===== src/rtl/tmr_voter_scrub.sv =====
`default_nettype none
// ============================================================================
// Module   : tmr_voter_scrub
// Brief    : Registered bitwise-majority voter over three replica buses with
//            per-replica fault tracking, resync handshake and error statistics.
// Revision : 1.0 - initial parametrised release
// ============================================================================
module tmr_voter_scrub #(
    parameter int WIDTH  = 8,
    parameter int THRESH = 3,
    parameter int CNT_W  = 8
) (
    input  logic             clk,
    input  logic             rst,
    input  logic             in_valid,
    input  logic [WIDTH-1:0] r0,
    input  logic [WIDTH-1:0] r1,
    input  logic [WIDTH-1:0] r2,
    input  logic             clr_stats,
    input  logic [2:0]       resync_ack,
    output logic [WIDTH-1:0] voted,
    output logic             voted_valid,
    output logic [2:0]       mismatch,
    output logic [2:0]       resync_req,
    output logic [2:0]       replica_ok,
    output logic             degraded,
    output logic             sticky_err,
    output logic [CNT_W-1:0] err_cnt0,
    output logic [CNT_W-1:0] err_cnt1,
    output logic [CNT_W-1:0] err_cnt2
);

    localparam logic [CNT_W-1:0] c_THRESH  = CNT_W'(THRESH);
    localparam logic [CNT_W-1:0] c_CNT_MAX = '1;
    localparam logic [CNT_W-1:0] c_ONE     = CNT_W'(1);

    typedef enum logic [1:0] {
        ST_OK      = 2'd0,
        ST_SUSPECT = 2'd1,
        ST_RESYNC  = 2'd2
    } state_t;

    logic [WIDTH-1:0] w_maj;
    logic [2:0]       w_diff;
    logic [2:0]       w_resync_n;

    assign w_maj  = (r0 & r1) | (r0 & r2) | (r1 & r2);
    assign w_diff = {r2 != w_maj, r1 != w_maj, r0 != w_maj};

    generate
        for (genvar gi = 0; gi < 3; gi++) begin : g_replica
            state_t           r_state, w_state_n;
            logic [CNT_W-1:0] r_con, w_con_n, w_con_inc;
            logic [CNT_W-1:0] r_err_cnt;

            assign w_con_inc = (r_con < c_THRESH) ? r_con + c_ONE : r_con;

            always_ff @(posedge clk) begin
                if (rst) begin
                    r_state <= ST_OK;
                    r_con   <= '0;
                end else begin
                    r_state <= w_state_n;
                    r_con   <= w_con_n;
                end
            end

            // Only the ack leaves RESYNC; disagreements there do not touch con.
            always_comb begin
                w_state_n = r_state;
                w_con_n   = r_con;
                case (r_state)
                    ST_OK: begin
                        if (in_valid && w_diff[gi]) begin
                            w_con_n   = c_ONE;
                            w_state_n = (c_THRESH == c_ONE) ? ST_RESYNC : ST_SUSPECT;
                        end else if (in_valid) begin
                            w_con_n = '0;
                        end
                    end
                    ST_SUSPECT: begin
                        if (in_valid && w_diff[gi]) begin
                            w_con_n = w_con_inc;
                            if (w_con_inc >= c_THRESH) w_state_n = ST_RESYNC;
                        end else if (in_valid) begin
                            w_con_n   = '0;
                            w_state_n = ST_OK;
                        end
                    end
                    ST_RESYNC: begin
                        if (resync_ack[gi] && resync_req[gi]) begin
                            w_con_n   = '0;
                            w_state_n = ST_OK;
                        end
                    end
                    default: begin
                        w_con_n   = '0;
                        w_state_n = ST_OK;
                    end
                endcase
            end

            assign w_resync_n[gi] = (w_state_n == ST_RESYNC);

            always_ff @(posedge clk) begin
                if (rst || clr_stats) begin
                    r_err_cnt <= '0;
                end else if (in_valid && w_diff[gi] && (r_err_cnt != c_CNT_MAX)) begin
                    r_err_cnt <= r_err_cnt + c_ONE;
                end
            end
        end
    endgenerate

    assign err_cnt0 = g_replica[0].r_err_cnt;
    assign err_cnt1 = g_replica[1].r_err_cnt;
    assign err_cnt2 = g_replica[2].r_err_cnt;

    // Status outputs follow the next state so they line up with the FSMs.
    always_ff @(posedge clk) begin
        if (rst) begin
            voted       <= '0;
            voted_valid <= 1'b0;
            mismatch    <= '0;
            resync_req  <= '0;
            replica_ok  <= 3'b111;
            degraded    <= 1'b0;
        end else begin
            voted_valid <= in_valid;
            if (in_valid) begin
                voted    <= w_maj;
                mismatch <= w_diff;
            end
            resync_req <= w_resync_n;
            replica_ok <= ~w_resync_n;
            degraded   <= (w_resync_n[0] & w_resync_n[1]) |
                          (w_resync_n[0] & w_resync_n[2]) |
                          (w_resync_n[1] & w_resync_n[2]);
        end
    end

    always_ff @(posedge clk) begin
        if (rst || clr_stats) begin
            sticky_err <= 1'b0;
        end else if (in_valid && (|w_diff)) begin
            sticky_err <= 1'b1;
        end
    end

endmodule
`default_nettype wire


===== config.mk =====
export PLATFORM = sky130hd
export DESIGN_NAME = tmr_voter_scrub
export DESIGN_NICKNAME = d
export VERILOG_FILES = /design/src/rtl/tmr_voter_scrub.sv
export SDC_FILE = /design/constraint.sdc
export NUM_CORES = 1
export LEC_CHECK = 0
export ABC_AREA = 1
export BUFFER_PORTS_ARGS = -buffer_cell sky130_fd_sc_hd__buf_2
export CAP_MARGIN = 20
export CORE_MARGIN = 10
export CORE_UTILIZATION = 55
export DETAILED_ROUTE_END_ITERATION = 8
export PLACE_DENSITY_LB_ADDON = 0.12
export SYNTH_ARGS = -nofsm -noshare
export SYNTH_HDL_FRONTEND = slang
export SYNTH_SLANG_ARGS = --single-unit

===== constraint.sdc =====
create_clock -name clk -period 1.95 [get_ports clk]
set_clock_uncertainty 0.15 [all_clocks]
set_input_delay 0.195 -clock clk [delete_from_list [all_inputs] [get_ports clk]]
set_output_delay 0.195 -clock clk [all_outputs]
set_load 0.01 [all_outputs]

==> results of run 1 <==
==> worst max-delay path, cell delays in order (launching register included) <==
cell	delay, ns
dfxtp_2	0.35
ha_1	0.20
inv_1	0.06
nand2_1	0.09
o21ai_1	0.17
nand2_1	0.09
nand2_1	0.09
nand3_1	0.11
a21oi_2	0.25
nand2_1	0.08
nand2_1	0.06
inv_1	0.03
==> worst paths after layout <==
kind	start	endpoint	slack [ns]	cells after the start
worst min register to register	g_replica[1].r_con[6]	g_replica[1].r_con[6]	0.30	2
worst max register to register	g_replica[0].r_con[0]	degraded	0.13	11
worst min-delay path	r2[0]	voted[0]	0.02	3
worst max-delay path	g_replica[0].r_con[0]	degraded	0.13	11
==> kinds of logic after synthesis <==
kind of cell               Yosys count  synth area share
DFF                                 74             0.380
xor gates and xnor gates            11            0.0247
adders and majority gates            6            0.0193
buffers and inverters               89            0.0893
and+or+nand+nor                    262             0.315
AOI/OAI and AO/OA                  122             0.171
==> placed cells by master, fill, tap and decap left out, types with 2 or more instances in the layout <==
| master | Yosys | layout |
|---|---|---|
| and3_1 | 3 | 3 |
| a21oi_1 | 47 | 47 |
| nand3_1 | 59 | 59 |
| nand2_1 | 113 | 113 |
| o211ai_1 | 5 | 5 |
| a31oi_1 | 9 | 9 |
| inv_2 | 21 | 21 |
| nand2_4 | 6 | 6 |
| buf_2 | 2 | 74 |
| nor2_4 | 2 | 3 |
| xnor2_1 | 3 | 3 |
| a21o_1 | 3 | 3 |
| xor2_1 | 8 | 7 |
| a21oi_2 | 3 | 3 |
| nor3_1 | 10 | 10 |
| bufinv_16 | 0 | 3 |
| nand3b_1 | 2 | 2 |
| dfxtp_1 | 74 | 72 |
| nor2_2 | 10 | 10 |
| buf_4 | 1 | 8 |
| inv_6 | 1 | 2 |
| inv_1 | 55 | 55 |
| nand2_2 | 6 | 6 |
| dfxtp_2 | 0 | 2 |
| nand4_1 | 7 | 7 |
| a211oi_2 | 2 | 2 |
| o21ai_0 | 37 | 35 |
| nor2_1 | 41 | 40 |
| ha_1 | 6 | 6 |
| o21ai_1 | 16 | 18 |
| clkbuf_8 | 0 | 10 |
==> cell usage after synthesis, types with 7 or more instances <==
| cell | number | share of area |
|---|---|---|
| dfxtp_1 | 74 | 0.38 |
| nor2_1 | 41 | 0.039 |
| a21oi_1 | 47 | 0.060 |
| a31oi_1 | 9 | 0.014 |
| o21ai_1 | 16 | 0.021 |
| clkbuf_1 | 7 | 0.0067 |
| nand3_1 | 59 | 0.076 |
| inv_2 | 21 | 0.020 |
| o21ai_0 | 37 | 0.048 |
| nand4_1 | 7 | 0.011 |
| nor2_2 | 10 | 0.016 |
| nor3_1 | 10 | 0.013 |
| inv_1 | 55 | 0.053 |
| xor2_1 | 8 | 0.018 |
| nand2_1 | 113 | 0.11 |
==> layout make-up <==
type | instances | area, um2
timing repair buffer | 82 | 430
inverter | 78 | 300
fill | 640 | 2160
sequential | 74 | 1480
tap | 96 | 120
clock buffer | 10 | 138
multi-input combinational | 401 | 2080
clock inverter | 6 | 113
==> per-stage QoR <==
stage                     cells  utilization
final                       747        0.683
after global routing        747        0.683
after CTS                   747        0.681
after detailed placement    731        0.644
after global placement      731        0.644
after floorplan             564            -
==> flip-flops by register name, indices dropped and copies added, names as in the netlist <==
name               cells
g_replica.r_con       24
err_cnt0               8
err_cnt1               8
err_cnt2               8
voted                  8
g_replica.r_state      6
mismatch               3
replica_ok             3
resync_req             3
degraded               1
sticky_err             1
voted_valid            1
==> routing by layer <==
layer  vias up  part of all wire
li1       2025                 -
met1      1768              0.44
met2        71              0.50
met3        14             0.046
met4         0             0.014
met5         -                 0
==> report_power, final <==
| part | internal, mW | switching [mW] | total, mW |
|---|---|---|---|
| logic | 0.182 | 0.335 | 0.517 |
| registers | 1.56 | 0.0376 | 1.60 |
| clock network | 0.890 | 0.593 | 1.48 |
==> impl_metrics.tcl, run 1 <==
set metrics [dict create \
    pin_count 75 \
    end_kind "register" \
    synth.yosys.seq_area_share 0.380 \
    dpl_cell_area_um2 4400 \
    leakage_nw 2.21 \
    max_freq_mhz 551 \
    power.density_nw_per_um2 771 \
    cts_resized 0 \
    fin_tns_setup_ns 0 \
    design_area_um2 4670 \
    gp_congestion 0.796 \
    synth-async-reset-ratio 0 \
    grt_max_degree 16 \
    clock-sinks 74 \
    grt_util_met2 0.311 \
    grt.busiest_layer "met2" \
    use_met3 0.0421 \
    worst_hold_slack_ns 0.0228 \
    wl_per_cell_um 13.2 \
    finalMaxSlewViolations 0 \
    power_mw 3.60 \
    clock_latency_ns 0.35 \
    synth_area_um2 3900 \
    postSynthCellCount 564 \
    nets 683 \
    cp.required_ns 2.05 \
    critPathKind "register to register" \
    overflow 0 \
    numPortBuffers 74 \
    synth_flop_cell "dfxtp_1" \
    coreArea_um2 6830 \
    setup_viol 0 \
    drtAntennaViolNets 0 \
    viasPerCell 5.19 \
    status "finished, final reports clean" \
    ys_warn_count 0 \
    vias 3878 \
    grt_first_pass_wirelength_mm 16.8 \
    worstSetupStartpointType "register" \
    final_hold_viol_count 0 \
    maxSlewHeadroom 0.688 \
    drive_gt1_frac 0.240 \
    drt_iter0_markers 145 \
    fin_ws_ns 0.135 \
    fin_crit_ns 1.82 \
    place_hpwl_mm 7.52 \
    grtUsageTotal 0.180 \
    cts_hold_buf 0 \
    clk_pin_slew_ns 0.08 \
    htreeDepth 3 \
    synth_enable_flop_cells 0 \
    root_buffer "clkbuf_8" \
    synth.avg_cell_area_um2 6.91 \
    tightest_slew_ns 0.467 \
    grt_pass1_vias 3801 \
    hp-class "input port to register" \
    period_share 0.931 \
    dp_slack_ns 0.194 \
    ys_types 34 \
    cap_violations 0 \
    areaGrowthSynthToFinish_pct 19.8 \
    rows 30 \
    routed_wl_mm 9.85 \
    dieWidth_um 104 \
    cts_buffers 9 \
    start_util 0.570 \
    drt_pass1_iterations 4 \
    die_h_um 104 \
    worstPathArrival_ns 1.91 \
    clock_path_buffers 2 \
    cts_tree "yes" \
    grtUsageMet1 0.212 \
    antenna_cells 0 \
    cp_max_fo 4 \
    antenna_found_initial 0 \
    ys_seq_elements 74 \
    ir_drop_mv 0.433 \
    grt_setup_unrepaired "no" \
    drc 0 \
    synth_nets 601 \
    cts_setup_buffers 0 \
    dieArea_um2 10900 \
]
Power figures use the tool's default switching activity.
==> run 2: changes to the inputs <==
--- a/config.mk
+++ b/config.mk
@@ -8,6 +8,7 @@
 export ABC_AREA = 1
 export BUFFER_PORTS_ARGS = -buffer_cell sky130_fd_sc_hd__buf_2
 export CAP_MARGIN = 20
+export CORE_ASPECT_RATIO = 1.5
 export CORE_MARGIN = 10
 export CORE_UTILIZATION = 55
 export DETAILED_ROUTE_END_ITERATION = 8
==> run 2 against run 1 <==
  * Final cell count down 2.4%
  * Sequential cell count unchanged
  * Non-clock buffer count unchanged
  * Critical endpoint unchanged
  * Highest routed layer unchanged
==> impl_metrics.tcl, run 2 (synthesized netlist as in run 1, its figures left out) <==
set metrics [dict create \
    status "finished, final reports clean" \
    ir_drop_mv 0.515 \
    tightest_slew_ns 0.489 \
    grt_setup_unrepaired "no" \
    design_area_um2 4610 \
    vias 3927 \
    viasPerCell 5.39 \
    antenna_found_initial 0 \
    largest_reg_flops 24 \
    final_cell_mix "113 x nand2_1, 74 x buf_2, 73 x dfxtp_1" \
    die_h_um 123 \
    cts_buffers 9 \
    leakage_nw 2.19 \
    clk_pin_slew_ns 0.08 \
    final_core_utilization 0.668 \
    intPower_mw 2.50 \
    place_inst 713 \
    gp_congestion 0.874 \
    maxSlewHeadroom 0.674 \
    fin_tns_setup_ns 0 \
    setup_viol 0 \
    coreArea_um2 6900 \
    critPathKind "register to register" \
    finalMaxSlewViolations 0 \
    combPwrFrac 0.150 \
    cap_violations 0 \
    numPortBuffers 74 \
    grt_pass1_vias 3814 \
    power.density_nw_per_um2 751 \
    swShare 0.278 \
    seqPwrFrac 0.461 \
    nets 683 \
    rows 37 \
    final_hold_viol_count 0 \
    drt_pass1_iterations 4 \
    htreeDepth 3 \
    period_share 0.929 \
    worstPathArrival_ns 1.95 \
    cts_tree "yes" \
    drtAntennaViolNets 0 \
    drive_gt1_frac 0.235 \
    final_common_cell "nand2_1" \
    dpl_cell_area_um2 4380 \
    fin_crit_ns 1.81 \
    grt_first_pass_wirelength_mm 16.5 \
    drt_iter0_markers 176 \
    routed_wl_mm 10.0 \
    end_kind "register" \
    regMostFlops "g_replica.r_con" \
    drc 0 \
    clock_path_buffers 2 \
    areaGrowthSynthToFinish_pct 18.2 \
    wl_per_cell_um 13.7 \
    clock_latency_ns 0.35 \
    worstSetupStartpointType "register" \
    cp.required_ns 2.09 \
    place_hpwl_mm 7.76 \
    overflow 0 \
    dp_slack_ns 0.188 \
    cp_max_fo 4 \
    root_buffer "clkbuf_8" \
    grt_max_degree 17 \
    hp-class "input port to register" \
    max_freq_mhz 552 \
    dieWidth_um 88.7 \
    dieArea_um2 10900 \
    fin_ws_ns 0.139 \
    switchingPower_mw 0.962 \
    p_clk_frac 0.389 \
    pin_count 75 \
    start_util 0.565 \
    grtUsageTotal 0.186 \
    antenna_cells 0 \
    cts_setup_buffers 0 \
    clock-sinks 74 \
    fin_cells 729 \
]
run 2: worst max-delay path, cell delays in order, from the launching register on:
cell,delay [ns]
dfxtp_2,0.34
ha_1,0.19
inv_1,0.06
nand2_1,0.09
nor2_2,0.15
xor2_1,0.20
nand2_1,0.07
nand3b_1,0.12
nand2_2,0.09
nand2_4,0.08
nand2_4,0.06
nand2_2,0.06
nand2_1,0.05
inv_1,0.05
run 2: power by group through the flow:
stage                     clock network [mW]  registers, mW  logic, mW
final                                   1.35           1.60      0.518
after global routing                    1.42           1.60      0.585
after CTS                               1.38           1.60      0.519
after detailed placement                   0           1.63      0.516
after global placement                     0           1.63      0.503
after floorplan                            0           1.64      0.326
run 2: per-stage QoR:
step                hold slack (ns)  power (mW)
CTS                          0.0214        3.49
detailed placement            0.285        2.15
global placement              0.281        2.13
finish                       0.0341        3.46
floorplan                     0.220        1.97
global route                 0.0422        3.60
run 2: final cells by class:
type,instances,area [um2]
clock buffers,10,138
inverters,78,300
flip-flops and latches,74,1480
repair buffers,82,430
clock inverters,6,90.1
multi-input cells,401,2070
fillers,629,2290
well taps,78,97.6
run 2: metal layers:
metal	GRT usage	vias up	share of wire
met5	0	-	0
met4	0.0822	0	0.013
met3	0.0625	13	0.059
met2	0.326	96	0.53
met1	0.195	1789	0.40
li1	-	2029	-
run 2: what timing repair did:
item,in CTS,in global routing
hold buffers,0,0
setup endpoints to repair,0,1
resized for setup,0,2
endpoints found under the hold margin,0,0
run 2: path summary, 6_finish.rpt:
path | from | to | slack (ns) | cells after the start
hold reg to reg | g_replica[1].r_con[4] | g_replica[1].r_con[4] | 0.30 | 2
setup reg to reg | g_replica[1].r_con[0] | degraded | 0.14 | 13
hold / removal | r2[0] | voted[0] | 0.03 | 3
setup / recovery | g_replica[1].r_con[0] | degraded | 0.14 | 13
